==> config.mk <==
export PLATFORM = sky130hd
export DESIGN_NAME = scp_containment_flat
export DESIGN_NICKNAME = d
export VERILOG_FILES = /design/src/rtl/scp_pkg.sv /design/src/rtl/scp_containment_if.sv /design/src/rtl/scp_alarm_ladder.sv /design/src/rtl/scp_containment.sv /design/src/flat_wrapper.sv
export SDC_FILE = /design/constraint.sdc
export NUM_CORES = 1
export LEC_CHECK = 0
export BUFFER_PORTS_ARGS = -buffer_cell sky130_fd_sc_hd__buf_2
export CELL_PAD_IN_SITES_DETAIL_PLACEMENT = 1
export CELL_PAD_IN_SITES_GLOBAL_PLACEMENT = 1
export CORE_UTILIZATION = 45
export CTS_CLUSTER_DIAMETER = 200
export CTS_CLUSTER_SIZE = 30
export DETAILED_ROUTE_END_ITERATION = 7
export PLACE_DENSITY = 0.84
export SLEW_MARGIN = 25
export SYNTH_ARGS = -nofsm -noshare
export SYNTH_HDL_FRONTEND = slang
export SYNTH_SLANG_ARGS = --single-unit
==> constraint.sdc <==
create_clock -name clock -period 4.7 [get_ports clock]
set_clock_uncertainty 0.15 [all_clocks]
set_input_delay 0.47 -clock clock [delete_from_list [all_inputs] [get_ports clock]]
set_output_delay 0.47 -clock clock [all_outputs]
set_load 0.05 [all_outputs]
==> src/rtl/scp_pkg.sv <==
// Shared definitions for the containment sequencer.
// Holds the state encodings, the input classes and the default parameter
// values. Also holds the helper that classifies one cycle's green, yellow
// and red inputs.
package scp_pkg;

   localparam int DEF_TIMER_W       = 6;
   localparam int DEF_NUM_ALARMS    = 3;
   localparam int DEF_YELLOW_LIMIT  = 8;
   localparam int DEF_ALARM_PERIOD  = 4;
   localparam int DEF_CHEAT_CYCLES  = 2;
   localparam int DEF_UNLOCK_CYCLES = 16;

   typedef enum logic [2:0] {
      ST_IDLE     = 3'd0,
      ST_NORMAL   = 3'd1,
      ST_CAUTION  = 3'd2,
      ST_BREACH   = 3'd3,
      ST_LOCKDOWN = 3'd4,
      ST_CHEAT    = 3'd5
   } scp_state_e;

   typedef enum logic [2:0] {
      IN_QUIET,
      IN_GREEN,
      IN_YELLOW,
      IN_RED,
      IN_MULTI
   } scp_input_e;

   function automatic scp_input_e classify(input logic g, input logic y, input logic r);
      scp_input_e c;
      case ({g, y, r})
         3'b000:  c = IN_QUIET;
         3'b100:  c = IN_GREEN;
         3'b010:  c = IN_YELLOW;
         3'b001:  c = IN_RED;
         default: c = IN_MULTI;
      endcase
      return c;
   endfunction

endpackage

==> src/rtl/scp_containment_if.sv <==
// Bus bundle for the containment sequencer.
//   green/yellow/red : request inputs into the sequencer
//   timer            : cycles spent in the current state (saturating)
//   state            : current state code
//   alarm            : thermometer escalation alarms
//   cheat_out        : sticky illegal-input flag
// The slave modport belongs to the sequencer. The master modport belongs to
// whatever drives the requests.
interface scp_containment_if
   import scp_pkg::*;
#(
   parameter int TIMER_W    = DEF_TIMER_W,
   parameter int NUM_ALARMS = DEF_NUM_ALARMS
);
   logic                  green;
   logic                  yellow;
   logic                  red;
   logic [TIMER_W-1:0]    timer;
   logic [2:0]            state;
   logic [NUM_ALARMS-1:0] alarm;
   logic                  cheat_out;

   modport slave  (input green, yellow, red, output timer, state, alarm, cheat_out);
   modport master (output green, yellow, red, input timer, state, alarm, cheat_out);
endinterface

==> src/rtl/scp_alarm_ladder.sv <==
// Escalation ladder.
// Ports:
//   en_i    : ladder active (next state is BREACH)
//   timer_i : time spent in BREACH
//   alarm_o : thermometer alarms
// alarm_o[k] rises once timer_i >= (k+1)*ALARM_PERIOD-1. The thresholds grow
// with k, so the output is always thermometer coded.
module scp_alarm_ladder
   import scp_pkg::*;
#(
   parameter int TIMER_W      = DEF_TIMER_W,
   parameter int NUM_ALARMS   = DEF_NUM_ALARMS,
   parameter int ALARM_PERIOD = DEF_ALARM_PERIOD
) (
   input  logic                  en_i,
   input  logic [TIMER_W-1:0]    timer_i,
   output logic [NUM_ALARMS-1:0] alarm_o
);
   logic [31:0] timer_ext;

   assign timer_ext = 32'(timer_i);

   always_comb begin
      alarm_o = '0;
      for (int k = 0; k < NUM_ALARMS; k++) begin
         // The thresholds are compared at 32 bits so that a rung beyond the
         // timer range can never fire.
         if (en_i && (timer_ext >= 32'(unsigned'((k + 1) * ALARM_PERIOD - 1))))
            alarm_o[k] = 1'b1;
      end
   end
endmodule

==> src/rtl/scp_containment.sv <==
// Containment sequencer.
// Ports:
//   clock : rising-edge clock
//   rst_n : asynchronous active-low reset
//   bus   : slave side of scp_containment_if (requests in, status out)
// Every output is registered. Each one shows the result of the input sample
// taken at the last clock edge.
//
// state    | meaning
// ---------+---------------------------------------------------
// IDLE     | no request
// NORMAL   | green only
// CAUTION  | yellow only, counting toward breach
// BREACH   | red seen or yellow held too long; alarms escalate
// LOCKDOWN | all alarms on; a green run of UNLOCK_CYCLES releases
// CHEAT    | repeated multi-colour input; absorbing until reset
module scp_containment
   import scp_pkg::*;
#(
   parameter int TIMER_W       = DEF_TIMER_W,
   parameter int NUM_ALARMS    = DEF_NUM_ALARMS,
   parameter int YELLOW_LIMIT  = DEF_YELLOW_LIMIT,
   parameter int ALARM_PERIOD  = DEF_ALARM_PERIOD,
   parameter int CHEAT_CYCLES  = DEF_CHEAT_CYCLES,
   parameter int UNLOCK_CYCLES = DEF_UNLOCK_CYCLES
) (
   input logic               clock,
   input logic               rst_n,
   scp_containment_if.slave  bus
);
   localparam int MW = (CHEAT_CYCLES  > 1) ? $clog2(CHEAT_CYCLES)  : 1;
   localparam int UW = (UNLOCK_CYCLES > 1) ? $clog2(UNLOCK_CYCLES) : 1;

   localparam logic [TIMER_W-1:0] TMR_MAX   = '1;
   // The cycle that enters CAUTION counts as the first yellow cycle. The
   // breach therefore fires when the timer moves to YELLOW_LIMIT-1.
   localparam logic [TIMER_W-1:0] YEL_TC    = TIMER_W'(YELLOW_LIMIT - 2);
   localparam logic [MW-1:0]      CHEAT_TC  = MW'(CHEAT_CYCLES - 1);
   localparam logic [UW-1:0]      UNLOCK_TC = UW'(UNLOCK_CYCLES - 1);

   scp_state_e            state_q,  state_d;
   logic [TIMER_W-1:0]    timer_q,  timer_d;
   logic [NUM_ALARMS-1:0] alarm_q,  alarm_d;
   logic                  cheat_q,  cheat_d;
   logic [MW-1:0]         multi_q,  multi_d;
   logic [UW-1:0]         unlock_q, unlock_d;
   logic [NUM_ALARMS-1:0] ladder_alarm;
   scp_input_e            cls;

   always_ff @(posedge clock or negedge rst_n) begin
      if (!rst_n) begin
         state_q  <= ST_IDLE;
         timer_q  <= '0;
         alarm_q  <= '0;
         cheat_q  <= 1'b0;
         multi_q  <= '0;
         unlock_q <= '0;
      end else begin
         state_q  <= state_d;
         timer_q  <= timer_d;
         alarm_q  <= alarm_d;
         cheat_q  <= cheat_d;
         multi_q  <= multi_d;
         unlock_q <= unlock_d;
      end
   end

   always_comb begin
      cls      = classify(bus.green, bus.yellow, bus.red);
      state_d  = state_q;
      multi_d  = '0;
      unlock_d = '0;

      if (state_q == ST_CHEAT) begin
         multi_d = multi_q;
      end else if (cls == IN_MULTI) begin
         // A multi-colour cycle below the cheat threshold holds the state.
         if (multi_q == CHEAT_TC) state_d = ST_CHEAT;
         else                     multi_d = multi_q + 1'b1;
      end else begin
         case (state_q)
            ST_IDLE, ST_NORMAL, ST_CAUTION: begin
               case (cls)
                  IN_QUIET:  state_d = ST_IDLE;
                  IN_GREEN:  state_d = ST_NORMAL;
                  IN_YELLOW: state_d = (state_q == ST_CAUTION && timer_q >= YEL_TC)
                                       ? ST_BREACH : ST_CAUTION;
                  IN_RED:    state_d = ST_BREACH;
                  default:   state_d = state_q;
               endcase
            end
            ST_BREACH: begin
               if (alarm_q[NUM_ALARMS-1]) state_d = ST_LOCKDOWN;
            end
            ST_LOCKDOWN: begin
               if (cls == IN_GREEN) begin
                  if (unlock_q == UNLOCK_TC) state_d = ST_NORMAL;
                  else                       unlock_d = unlock_q + 1'b1;
               end
            end
            default: state_d = ST_IDLE;
         endcase
      end

      if (state_d != state_q)    timer_d = '0;
      else if (timer_q == TMR_MAX) timer_d = timer_q;
      else                       timer_d = timer_q + 1'b1;
   end

   scp_alarm_ladder #(
      .TIMER_W      (TIMER_W),
      .NUM_ALARMS   (NUM_ALARMS),
      .ALARM_PERIOD (ALARM_PERIOD)
   ) u_ladder (
      .en_i    (state_d == ST_BREACH),
      .timer_i (timer_d),
      .alarm_o (ladder_alarm)
   );

   always_comb begin
      alarm_d = ladder_alarm;
      if (state_d == ST_LOCKDOWN || state_d == ST_CHEAT) alarm_d = '1;
      cheat_d = (state_d == ST_CHEAT);
   end

   assign bus.state     = state_q;
   assign bus.timer     = timer_q;
   assign bus.alarm     = alarm_q;
   assign bus.cheat_out = cheat_q;
endmodule

==> src/flat_wrapper.sv <==
// flat-port wrapper written by rule: the top's interface ports become plain ports
module scp_containment_flat import scp_pkg::*;
#(
   parameter int TIMER_W       = DEF_TIMER_W,
   parameter int NUM_ALARMS    = DEF_NUM_ALARMS,
   parameter int YELLOW_LIMIT  = DEF_YELLOW_LIMIT,
   parameter int ALARM_PERIOD  = DEF_ALARM_PERIOD,
   parameter int CHEAT_CYCLES  = DEF_CHEAT_CYCLES,
   parameter int UNLOCK_CYCLES = DEF_UNLOCK_CYCLES
)
  (clock, rst_n, bus_green, bus_yellow, bus_red, bus_timer, bus_state, bus_alarm, bus_cheat_out);
  scp_containment_if #(.TIMER_W(TIMER_W), .NUM_ALARMS(NUM_ALARMS)) bus_i ();
  input logic clock;
  input logic rst_n;
  input wire logic [$bits(bus_i.green)-1:0] bus_green;
  input wire logic [$bits(bus_i.yellow)-1:0] bus_yellow;
  input wire logic [$bits(bus_i.red)-1:0] bus_red;
  output wire logic [$bits(bus_i.timer)-1:0] bus_timer;
  output wire logic [$bits(bus_i.state)-1:0] bus_state;
  output wire logic [$bits(bus_i.alarm)-1:0] bus_alarm;
  output wire logic [$bits(bus_i.cheat_out)-1:0] bus_cheat_out;
  assign bus_i.green = bus_green;
  assign bus_i.yellow = bus_yellow;
  assign bus_i.red = bus_red;
  assign bus_timer = bus_i.timer;
  assign bus_state = bus_i.state;
  assign bus_alarm = bus_i.alarm;
  assign bus_cheat_out = bus_i.cheat_out;
  scp_containment #(.TIMER_W(TIMER_W), .NUM_ALARMS(NUM_ALARMS), .YELLOW_LIMIT(YELLOW_LIMIT), .ALARM_PERIOD(ALARM_PERIOD), .CHEAT_CYCLES(CHEAT_CYCLES), .UNLOCK_CYCLES(UNLOCK_CYCLES)) u_core (.clock(clock), .rst_n(rst_n), .bus(bus_i));
endmodule
==> impl_metrics.xml <==
<?xml version="1.0" encoding="UTF-8"?>
<metrics>
  <group name="floorplan">
    <metric name="design.portCount" unit="">18</metric>
    <metric name="fp.dieH" unit="um">51.5</metric>
    <metric name="die_width" unit="um">51.5</metric>
    <metric name="floorplan.initialDensity" unit="">0.489</metric>
    <metric name="die_area" unit="sq um">2650</metric>
    <metric name="core_area" unit="sq um">2250</metric>
    <metric name="num_rows" unit="">17</metric>
  </group>
  <group name="logic_synthesis">
    <metric name="netlist-cell-type-count" unit="">44</metric>
    <metric name="synthDominantAreaCellType" unit="">dfrtp_1</metric>
    <metric name="post-synth-top-count-cell" unit="">dfrtp_1</metric>
    <metric name="synth.area.top_cells" unit="">dfrtp_1 41%, nor2_1 4.8%, a21oi_1 3.6%, ha_1 3.4%, o41ai_1 3.2%</metric>
    <metric name="fraction_of_synthesized_cell_area_taken_by_the_top_area_cell_type" unit="">0.409</metric>
    <metric name="synth_adder_area_share" unit="">0.0341</metric>
    <metric name="synth.area.mux_share" unit="">0.0295</metric>
    <metric name="synthesis.area_per_instance" unit="sq um">9.26</metric>
    <metric name="postSynth.asyncResetShare" unit="">1.00</metric>
    <metric name="number_of_register_bits_inferred_by_synthesis" unit="">18</metric>
    <metric name="total_of_warnings_raised_by_yosys" unit="">0</metric>
    <metric name="synth-edff-count" unit="">0</metric>
    <metric name="post_synth_most_frequent_cells" unit="">18 x dfrtp_1, 14 x nor2_1, 8 x a21oi_1, 8 x nand2_1, 6 x inv_1</metric>
    <metric name="synthesis.area" unit="sq um">1100</metric>
    <metric name="synth.yosys.seq_area_share" unit="">0.409</metric>
    <metric name="main_combinational_cell_family_by_area_after_synthesis" unit="">simple AND/OR/NAND/NOR gates</metric>
    <metric name="netlist_instances" unit="">119</metric>
    <metric name="ys.flop_type" unit="">dfrtp_1</metric>
    <metric name="synth_simple_gate_area_frac" unit="">0.221</metric>
    <metric name="synth-compound-area-share" unit="">0.216</metric>
    <metric name="syn-num-nets" unit="">127</metric>
    <metric name="post_synth_xor_area_fraction" unit="">0.0397</metric>
  </group>
  <group name="layout">
    <metric name="insertedDiodeCount" unit="">0</metric>
    <metric name="final_util" unit="">0.542</metric>
    <metric name="final-seq-area" unit="sq um">450</metric>
    <metric name="areaGrowthSynthToFinish" unit="%">10.8</metric>
    <metric name="multi_input_area" unit="sq um">596</metric>
    <metric name="drive_gt1_frac" unit="">0.206</metric>
    <metric name="nNetsFinal" unit="">146</metric>
    <metric name="fillers" unit="">287</metric>
  </group>
  <group name="timing">
    <metric name="hold_violations" unit="">0</metric>
    <metric name="tightestPinTransition" unit="ps">621</metric>
    <metric name="setup_viol" unit="">0</metric>
    <metric name="period_minus_slack" unit="ps">2510</metric>
    <metric name="max_slew_margin" unit="">0.582</metric>
    <metric name="timing_max_transition_violations_final" unit="">0</metric>
    <metric name="clock.fmax" unit="MHz">398</metric>
    <metric name="finalSetupTns" unit="ps">0</metric>
    <metric name="final_period_util" unit="">0.534</metric>
    <metric name="grt_setup_unrepaired" unit="">no</metric>
  </group>
  <group name="hold_path">
    <metric name="worst_hold_startpoint" unit="">u_core.unlock_q[0]</metric>
    <metric name="hold_path.class" unit="">reg -&gt; reg</metric>
  </group>
  <group name="worst_setup_path">
    <metric name="required" unit="ps">4730</metric>
    <metric name="sequence_of_cells_on_the_critical_path" unit="">inv_1 &gt; ha_1 &gt; o21a_1 &gt; o41ai_1 &gt; o2111ai_1 &gt; nand2_1 &gt; nand4_2 &gt; o41ai_1</metric>
    <metric name="start_kind" unit="">flip-flop</metric>
    <metric name="r2r_start" unit="">u_core.bus.timer[0]</metric>
    <metric name="cp_max_fo" unit="">9</metric>
    <metric name="critical_path.startpoint" unit="">u_core.bus.timer[0]</metric>
    <metric name="worst-setup-path-type" unit="">reg -&gt; reg</metric>
    <metric name="most_common_cell_type_on_the_critical_path" unit="">o41ai_1</metric>
    <metric name="end_kind" unit="">flip-flop</metric>
    <metric name="critPathMaxStageDelay" unit="ps">480</metric>
    <metric name="critical_path.slowest_cell" unit="">dfrtp_1</metric>
    <metric name="crit_arrival" unit="ps">2540</metric>
  </group>
  <group name="routing">
    <metric name="dr_wl_met2" unit="um">1160</metric>
    <metric name="vias" unit="">977</metric>
    <metric name="dr.first_iter.drc_count" unit="">11</metric>
    <metric name="ant_nets" unit="">0</metric>
    <metric name="detail_route.first_pass.iterations" unit="">4</metric>
    <metric name="wl_met1" unit="um">1260</metric>
    <metric name="drc_errors" unit="">0</metric>
    <metric name="route.top_layer_used" unit="">met4</metric>
    <metric name="wl_per_cell" unit="um">15.5</metric>
    <metric name="viasPerCell" unit="">5.96</metric>
    <metric name="routed_wirelength" unit="um">2540</metric>
    <metric name="met3RoutedLength" unit="um">85</metric>
  </group>
  <group name="clocking">
    <metric name="clk_path_buf_depth" unit="">2</metric>
    <metric name="tritoncts.num_buffers" unit="">3</metric>
    <metric name="cts.htree.levels" unit="">1</metric>
    <metric name="tritoncts" unit="">built</metric>
    <metric name="cts-hold-fix-buffers" unit="">1</metric>
    <metric name="cts.repair_timing.setup_buffer_count" unit="">0</metric>
    <metric name="clk_pin_slew" unit="ps">100</metric>
    <metric name="cts_resized" unit="">0</metric>
    <metric name="clk_root_buffer_cell" unit="">clkbuf_4</metric>
    <metric name="clock_sink_count" unit="">18</metric>
    <metric name="clk-insertion-delay-late" unit="ps">290</metric>
  </group>
  <group name="power">
    <metric name="p_leak" unit="nW">0.533</metric>
    <metric name="cellPowerDensity" unit="nW/um^2">483</metric>
    <metric name="vdd.ir_drop.worst" unit="mV">0.369</metric>
  </group>
  <group name="job">
    <metric name="max-cap-violations" unit="">0</metric>
  </group>
  <group name="placed_design">
    <metric name="port_buffers" unit="">17</metric>
    <metric name="gp_congestion" unit="">0.833</metric>
    <metric name="dp_hpwl" unit="um">1910</metric>
  </group>
  <group name="grt">
    <metric name="number_of_antenna_violations_at_the_first_check_in_global_routing" unit="">0</metric>
    <metric name="grt.total_usage" unit="">0.229</metric>
    <metric name="grt_start_max_net_pins" unit="">19</metric>
    <metric name="first_global_vias" unit="">968</metric>
    <metric name="first_pass_grt_wire_length" unit="um">4500</metric>
    <metric name="global_route.overflow_total" unit="">0</metric>
  </group>
  <group name="run_status">
    <metric name="run_status" unit="">completed</metric>
  </group>
</metrics>
[report_power, final]
| part | leakage [nW] | internal (mW) | total (mW) | switching, mW |
|---|---|---|---|---|
| clock | 0.0138 | 0.0298 | 0.0747 | 0.0450 |
| sequential | 0.203 | 0.181 | 0.234 | 0.0522 |
| combinational | 0.316 | 0.0882 | 0.282 | 0.194 |
| total | 0.533 | 0.299 | 0.590 | 0.291 |
[cell type report]
type                       instances  area share
multi-input combinational         91       0.488
sequential                        18       0.369
timing repair buffer              18      0.0779
tap                               28      0.0287
clock buffer                       3      0.0184
inverter                           6      0.0184
[registers in the layout, summed over array words and instances (netlist names)]
name	cells
u_core.bus.timer	6
u_core.unlock_q	4
u_core.bus.alarm	3
u_core.bus.state	3
u_core.bus.cheat_out	1
u_core.multi_q	1
[worst paths after layout]
check	depth (start not counted)	slack, ps	endpoint
max in group asynchronous	2	3650	u_core.bus.alarm[2]
setup reg to reg	8	2190	u_core.bus.alarm[1]
hold / removal	1	330	u_core.unlock_q[0]
setup / recovery	8	2190	u_core.bus.alarm[1]
hold reg to reg	1	330	u_core.unlock_q[0]
min in group asynchronous	2	470	u_core.bus.state[2]
[cells by family after synthesis]
kind of cell               Yosys count
adders and majority gates            3
AOI/OAI and AO/OA                   34
DFF                                 18
buffers and inverters               10
xor gates and xnor gates             5
and+or+nand+nor                     46
muxes                                3
[worst max-delay path: cells and delay by family, from the launching register on]
kind,cells,cell delay [ps]
AOI/OAI and AO/OA,4,1140
and+or+nand+nor,2,350
buffers and inverters,1,70
adders and majority gates,1,190
DFF,1,480
[per-layer routing]
metal  vias to the layer above  track usage
met5                         -            0
met4                         0       0.0811
met3                         4       0.0351
met2                        18        0.348
met1                       481        0.330
li1                        474            -
[stage by stage]
| stage | total power [mW] | cell area (sq um) | instances | worst slack, ps | hold slack, ps |
|---|---|---|---|---|---|
| after detailed placement | 0.517 | 1190 | 160 | 2240 | 266 |
| after floorplan | 0.446 | 1100 | 119 | 2310 | 24.4 |
| after global placement | 0.508 | 1190 | 160 | 2320 | 262 |
| after CTS | 0.594 | 1220 | 164 | 2180 | 339 |
| final | 0.590 | 1220 | 164 | 2190 | 335 |
| after global routing | 0.631 | 1220 | 164 | 1960 | 398 |
[cell usage in the layout (no fill, tap or decap), types with 3 or more instances in the layout]
master	instances
o41ai_1	4
a21oi_1	8
nor2_1	14
clkbuf_4	3
nand3_1	5
dfrtp_1	18
buf_2	17
nand2_1	8
nor3_1	4
xor2_1	3
ha_1	3
inv_1	6
o21ai_0	5
No activity file was read; power rests on OpenSTA's default activity.
